`config.mk`:
```
export PLATFORM = sky130hd
export DESIGN_NAME = reg_file_dump_flat
export DESIGN_NICKNAME = d
export VERILOG_FILES = /design/src/rtl/reg_file_dump_if.sv /design/src/rtl/reg_file_dump.sv /design/src/flat_wrapper.sv
export SDC_FILE = /design/constraint.sdc
export NUM_CORES = 1
export LEC_CHECK = 0
export ABC_AREA = 1
export CORE_UTILIZATION = 40
export CTS_CLUSTER_DIAMETER = 60
export CTS_CLUSTER_SIZE = 20
export DETAILED_ROUTE_END_ITERATION = 10
export HOLD_SLACK_MARGIN = 0.15
export PLACE_DENSITY = 0.79
export SETUP_SLACK_MARGIN = 0.2
export SYNTH_ARGS = -nofsm -noshare
export SYNTH_HDL_FRONTEND = slang
export SYNTH_SLANG_ARGS = --single-unit
```
`constraint.sdc`:
```
create_clock -name clk -period 1.7 [get_ports clk]
set_clock_uncertainty 0.1 [all_clocks]
set_input_delay 0.17 -clock clk [delete_from_list [all_inputs] [get_ports clk]]
set_output_delay 0.17 -clock clk [all_outputs]
set_load 0.1 [all_outputs]
```
`src/rtl/reg_file_dump_if.sv`:
```
// Beat stream carrying one (index, data) register snapshot per valid/ready handshake.
// A beat transfers on a rising clk edge where out_valid && out_ready; the producer holds index/data/last stable until then.
interface reg_file_dump_if #(
  parameter int ADDR_W = 5,
  parameter int DATA_W = 32
);
  logic              out_valid;
  logic              out_ready;
  logic [ADDR_W-1:0] out_index;
  logic [DATA_W-1:0] out_data;
  logic              out_last;

  modport master (
    output out_valid,
    output out_index,
    output out_data,
    output out_last,
    input  out_ready
  );

  modport slave (
    input  out_valid,
    input  out_index,
    input  out_data,
    input  out_last,
    output out_ready
  );
endinterface

```
`src/rtl/reg_file_dump.sv`:
```
// Walks register indices 0..NUM_REGS-1 through one register-file read port and
// streams each snapshot as an (index, data) beat; one dump per start request.
module reg_file_dump #(
  parameter int NUM_REGS = 32,
  parameter int ADDR_W   = 5,
  parameter int DATA_W   = 32
) (
  input  logic              clk,
  input  logic              reset,
  input  logic              start,
  output logic [ADDR_W-1:0] rd_addr,
  input  logic [DATA_W-1:0] rd_data,
  reg_file_dump_if.master   dump,
  output logic              busy,
  output logic              done,
  output logic [1:0]        state_dbg
);

  localparam logic [1:0] S_IDLE = 2'd0;
  localparam logic [1:0] S_READ = 2'd1;
  localparam logic [1:0] S_HOLD = 2'd2;
  localparam logic [1:0] S_DONE = 2'd3;

  localparam logic [ADDR_W-1:0] LAST_IDX = ADDR_W'(NUM_REGS - 1);

  logic [1:0]        state, state_nx;
  logic [ADDR_W-1:0] idx, idx_nx;
  logic [ADDR_W-1:0] snap_index;
  logic [DATA_W-1:0] snap_data;
  logic              beat_xfer;

  assign beat_xfer = (state == S_HOLD) && dump.out_ready;

  always_comb begin
    state_nx = state;
    idx_nx   = idx;
    case (state)
      S_IDLE: begin
        idx_nx = '0;
        if (start) state_nx = S_READ;
      end
      S_READ: state_nx = S_HOLD;
      S_HOLD: begin
        if (beat_xfer) begin
          if (idx == LAST_IDX) begin
            state_nx = S_DONE;
          end else begin
            idx_nx   = idx + 1'b1;
            state_nx = S_READ;
          end
        end
      end
      // A start arriving during DONE is dropped; only IDLE honours requests.
      S_DONE: begin
        idx_nx   = '0;
        state_nx = S_IDLE;
      end
      default: begin
        idx_nx   = '0;
        state_nx = S_IDLE;
      end
    endcase
  end

  always_ff @(posedge clk) begin
    if (reset) begin
      state <= S_IDLE;
      idx   <= '0;
    end else begin
      state <= state_nx;
      idx   <= idx_nx;
    end
  end

  // Snapshot is taken only at the end of READ, so later register-file writes
  // cannot disturb a beat that is waiting in HOLD.
  always_ff @(posedge clk) begin
    if (reset) begin
      snap_index <= '0;
      snap_data  <= '0;
    end else if (state == S_READ) begin
      snap_index <= idx;
      snap_data  <= rd_data;
    end
  end

  assign rd_addr        = idx;
  assign dump.out_valid = (state == S_HOLD);
  assign dump.out_index = snap_index;
  assign dump.out_data  = snap_data;
  assign dump.out_last  = (state == S_HOLD) && (snap_index == LAST_IDX);
  assign busy           = (state != S_IDLE);
  assign done           = (state == S_DONE);
  assign state_dbg      = state;

endmodule

```
`src/flat_wrapper.sv`:
```
// flat-port wrapper written by rule: the top's interface ports become plain ports
module reg_file_dump_flat 
#(
  parameter int NUM_REGS = 32,
  parameter int ADDR_W   = 5,
  parameter int DATA_W   = 32
)
  (clk, reset, start, rd_addr, rd_data, busy, done, state_dbg, dump_out_valid, dump_out_index, dump_out_data, dump_out_last, dump_out_ready);
  reg_file_dump_if #(.ADDR_W(ADDR_W), .DATA_W(DATA_W)) dump_i ();
  input  logic clk;
  input  logic reset;
  input  logic start;
  output logic [ADDR_W-1:0] rd_addr;
  input  logic [DATA_W-1:0] rd_data;
  output logic busy;
  output logic done;
  output logic [1:0] state_dbg;
  output wire logic [$bits(dump_i.out_valid)-1:0] dump_out_valid;
  output wire logic [$bits(dump_i.out_index)-1:0] dump_out_index;
  output wire logic [$bits(dump_i.out_data)-1:0] dump_out_data;
  output wire logic [$bits(dump_i.out_last)-1:0] dump_out_last;
  input wire logic [$bits(dump_i.out_ready)-1:0] dump_out_ready;
  assign dump_out_valid = dump_i.out_valid;
  assign dump_out_index = dump_i.out_index;
  assign dump_out_data = dump_i.out_data;
  assign dump_out_last = dump_i.out_last;
  assign dump_i.out_ready = dump_out_ready;
  reg_file_dump #(.NUM_REGS(NUM_REGS), .ADDR_W(ADDR_W), .DATA_W(DATA_W)) u_core (.clk(clk), .reset(reset), .start(start), .rd_addr(rd_addr), .rd_data(rd_data), .dump(dump_i), .busy(busy), .done(done), .state_dbg(state_dbg));
endmodule
```
-- Word level (Yosys, flattened, before mapping)
Cells that the tools add are included.
- reductions and logical operators: 8
- mux-type cells: 7
- $add $sub $neg: 1
- equal/unequal tests: 8
- operators with widths (cell ; count):
    $eq A5 B5 Y1 const B ; 2
    $mux W5 ; 2
    $pmux W5 S2 ; 1
    $pmux W2 S4 ; 1
    $mux W2 ; 3
    $add A5 B1 Y5 const B ; 1
    $eq A2 B2 Y1 const B ; 2
    $ne A2 B2 Y1 const B ; 2
    $reduce_bool A2 Y1 ; 2
    $reduce_and A3 Y1 ; 1
    $eq A2 B1 Y1 const B ; 1
    $logic_and A1 B1 Y1 ; 2
    $logic_not A2 Y1 ; 1
    $ne A2 B1 Y1 const B ; 1
    $reduce_and A2 Y1 ; 1
    $reduce_or A2 Y1 ; 1
- input port bits: 36
- logic and storage cells: 28
- output and inout bits: 48
- bits in registers: 44

-- Longest topological paths before layout
- depth in word-level cells: 4
- mapped depth: 10
- mapped depth without buffers: 10

-- Least setup slack after synthesis
No wires, ideal clock.
- kind: register to output
- start: reg u_core.state[1], in the netlist u_core.state_dbg[1]
- end: out dump_out_last
- buffers on the path: 0
- data arrival time: 3.532 ns
- required time: 1.430 ns
- setup slack: -2.102 ns
- cell stages (with the launch flop): 4
- cell sequence: dfxtp_1 > ha_1 > nand4_1 > nor2_1
- cells in the longest elaborated chain, start to end: 2
- RTL lines (item ; line ; RTL):
    start: declaration ; reg_file_dump.sv:26 ; logic [1:0] state, state_nx;
    start signal: assignment ; reg_file_dump.sv:70 ; state <= state_nx;
    $eq A2 B2 Y1 ; - ;
    named net dump_out_valid ; flat_wrapper.sv:18 ; output wire logic [$bits(dump_i.out_valid)-1:0] dump_out_valid;
    $logic_and A1 B1 Y1 ; reg_file_dump.sv:91 ; assign dump.out_last = (state == S_HOLD) && (snap_index == LAST_IDX);
    end: declaration ; flat_wrapper.sv:21 ; output wire logic [$bits(dump_i.out_last)-1:0] dump_out_last;
The timed path passes the listed nets, and every way through them passes these cells.

-- Worst setup path in the final report
- start: reg u_core.state[0], in the netlist u_core.state_dbg[0]
- end: reg u_core.idx[4], in the netlist u_core.rd_addr[4]
- cells in the longest elaborated chain, start to end: 4
- elaborated cells on any way between the ends: 10
- those cells by class: eq/ne (4); mux (1); reduce/logical (5)
- RTL lines (item ; line ; RTL):
    $eq A2 B2 Y1 (tied with other cells) ; reg_file_dump.sv:32, reg_file_dump.sv:37 ;
    $logic_and A1 B1 Y1 / $reduce_or A2 Y1 (equally long branches) ; - ;
    $ne A2 B1 Y1 (no line) / $reduce_bool A2 Y1 (equally long branches) ; - ;
    $reduce_and A3 Y1 (no line) ; - ;
    end signal: assignment ; reg_file_dump.sv:71 ; idx <= idx_nx;
    end: declaration ; reg_file_dump.sv:27 ; logic [ADDR_W-1:0] idx, idx_nx;
Parallel ways exist; a longest one is shown, timed or not.
A chain may end at the register's enable or synchronous reset.

==> summary.txt <==
Global routing
  • Largest net degree at the start of global routing: 34
  • Total grt overflow: 0
  • Initial antenna violation count: 0
  • First-pass GRT wire length: 7820 um
  • Vias in the first global route: 1720
  • GR Util All Layers: 0.227

Worst setup path
  • Worst r2r src: u_core.state_dbg[0]$_SDFFE_PP0P_
  • CP Max Fanout: 4
  • CP bufs+invs: 2
  • Data required, critical path: 1.82 ns
  • Critical Path Start Type: register
  • Worst reg2reg path depth: 7
  • Crit Path Class: reg2reg
  • CP Depth: 7
  • CP max-delay cell: dfxtp_4
  • Crit path largest cell delay: 0.37 ns
  • Arrival time at the worst endpoint: 1.74 ns
  • Crit path capture type: register
  • Top cell family by delay on the critical path: flip-flops
  • Crit-path cells: buf_4 > ha_1 > inv_1 > nand2_4 > nor2_4 > nand3_2 > a21oi_2
  • CP startpoint: u_core.state_dbg[0]$_SDFFE_PP0P_

Route
  • DR pass1 iterations: 5
  • Met3 WL: 431 um
  • Highest routed layer: met4
  • DR DRC count: 0
  • Detailed Route WL: 5330 um
  • Iter 0 DRT Violations: 105
  • WL per Instance: 14.4 um
  • Via count: 1846
  • Vias per Instance: 5.00
  • M1 wire length: 2100 um
  • Detail Route Antenna Nets: 0
  • Met2 WL: 2700 um

Floorplan
  • Core area: 4120 sq um
  • Row count: 23
  • Die ar.: 4660 sq um
  • Width of the die: 68.3 um
  • Die span in y: 68.3 um
  • Initial Util: 0.427
  • Ports: 84

Placement
  • Worst slack at placement: 0.161 ns
  • DPL Wire Length: 3680 um
  • Gp weighted congestion: 0.809
  • I/O Buffers: 83
  • Cells after DPL: 356

Timing
  • RSZ-0062 raised after global routing: true
  • Fmax: 619 MHz
  • Tmin final: 1.62 ns
  • WHS: 0.356 ns
  • Final Max Slew Viols: 0
  • Rel. slew slack: 0.814
  • Final setup margin: 0.0837 ns
  • Final hold viol count: 0
  • Final Setup Violations: 0
  • Slew of the pin with the lowest slew margin: 0.278 ns
  • Period utilisation layout: 0.951

Synth
  • Async SR Flop Fraction: 0
  • Synth cell types: 19
  • Syn_area_per_cell: 7.71 sq um
  • Share of Yosys cell area claimed by the top area cell type: 0.501
  • Mapped Area: 1760 sq um
  • Seq/Total Area, Yosys: 0.501
  • Most frequent cells after synthesis: nor2_1, dfxtp_1, o21ai_0
  • Flops & latches, synth: 44
  • Syn Nets: 272
  • Syn Inst Count: 228
  • Main area contributors after synthesis: dfxtp_1, nor2_1, o21ai_0
  • Number of flops mapped to enable cells by yosys: 0
  • Ys Warns: 0
  • Main flop type after synthesis: dfxtp_1
  • Synth area leader: dfxtp_1
  • Top-count cell post-synth: nor2_1

Worst hold path
  • Hold Crit Class: in2reg
  • Hold path start: rd_data[9]
  • Worst hold path depth: 3

Run status
  • Status: finished, final reports clean

CTS
  • Clk_lat worst skew: 0.29 ns
  • Clock sinks: 44
  • CTS tree: built
  • Clk slew on worst S/H paths: 0.08 ns
  • CTS max path bufs: 2
  • Num CTS Buffers: 5
  • Hold buffers post-CTS: 0
  • H-tree Lvls: 2
  • CTS Root Cell: clkbuf_8

Pwr
  • Comb pwr share: 0.617
  • Clock power share: 0.111
  • Internal power: 2710 uW
  • Net Sw Frac: 0.507
  • Power Total: 5510 uW
  • Pwr/cell area: 1630 nW/um^2
  • Sequential Power Share: 0.272
  • Leak: 0.00143 uW
  • IR Drop Worst-Case VDD: 0.00104 V
  • Net switching power: 2790 uW

Layout
  • Final Non-Filler Cells: 369
  • Share of cells above drive strength 1: 0.332
  • Area Growth Syn to Fin: 92.7%
  • Antenna diodes: 0
  • Nets: 363

Run
  • Max Cap Viol: 0
## path summary, 6_finish.rpt
kind | to | slack, ns
setup / recovery | u_core.rd_addr[4]$_SDFFE_PP0P_ | 0.08
hold / removal | u_core.dump.out_data[9]$_SDFFE_PP0N_ | 0.36
setup reg to reg | u_core.rd_addr[4]$_SDFFE_PP0P_ | 0.08
hold reg to reg | u_core.dump.out_data[27]$_SDFFE_PP0N_ | 0.44
## flip-flops by register name, indices dropped and copies added, names as in the netlist
signal and count:
u_core.dump.out_data 32, u_core.dump.out_index 5, u_core.rd_addr 5, u_core.state_dbg 2
## worst register-to-register path, cell delays in order, from the launching register on
cell and delay (ns):
dfxtp_4 0.37, buf_4 0.15, ha_1 0.22, inv_1 0.18
nand2_4 0.08, nor2_4 0.16, nand3_2 0.13, a21oi_2 0.16
## layer usage
metal / global-route usage / up-vias
met5: 0 / -
met4: 0.0651 / 0
met3: 0.100 / 11
met2: 0.390 / 76
met1: 0.252 / 849
li1: - / 910
## cells in the final DEF (no fill, tap or decap), drive strengths merged, types with 8 or more instances in the layout
| master | netlist | layout |
|---|---|---|
| nor2 | 77 | 77 |
| ha | 8 | 8 |
| clkdlybuf4s50 | 0 | 35 |
| inv | 14 | 13 |
| nand2 | 15 | 15 |
| dfxtp | 44 | 44 |
| a21oi | 8 | 8 |
| buf | 11 | 60 |
| o21ai | 42 | 42 |
## power by group through the flow
stage,Clock [uW],Sequential [uW],Combinational [uW]
2_1_floorplan,0,2920,590
4_1_cts,627,1500,3330
3_5_place_dp,0,1540,3240
6_report,609,1500,3400
3_3_place_gp,0,1520,3200
5_1_grt,680,1520,3530
## through the flow
stage                util  TNS, ns  area, sq um
finish              0.823        0         3390
global route        0.823        0         3390
CTS                 0.808        0         3330
detailed placement  0.774        0         3190
global placement    0.774        0         3190
floorplan               -   -0.719         1830
## timing repair
| action | in CTS | in global routing |
|---|---|---|
| pin swaps | 4 | 13 |
| endpoints found under the setup margin | 11 | 34 |
| resized for setup | 5 | 17 |
| buffers inserted | 6 | 0 |
## logic make-up after synthesis
| family | count (synthesis) | synth area share |
|---|---|---|
| AND/OR/NAND/NOR | 101 | 0.231 |
| AO/OA/AOI/OAI | 50 | 0.144 |
| flip-flops | 44 | 0.501 |
| buffers and inverters | 25 | 0.0662 |
| adder cells (fa/ha/maj) | 8 | 0.0569 |
## area by class of cell
| type | instances | area [sq um] |
|---|---|---|
| Clock buffer | 6 | 72.6 |
| Clock inverter | 1 | 5.00 |
| Fill cell | 233 | 728 |
| Inverter | 14 | 66.3 |
| Multi-Input combinational cell | 159 | 863 |
| Sequential cell | 44 | 908 |
| Tap cell | 50 | 62.6 |
| Timing Repair Buffer | 95 | 1410 |
Power figures use the tool's default switching activity.
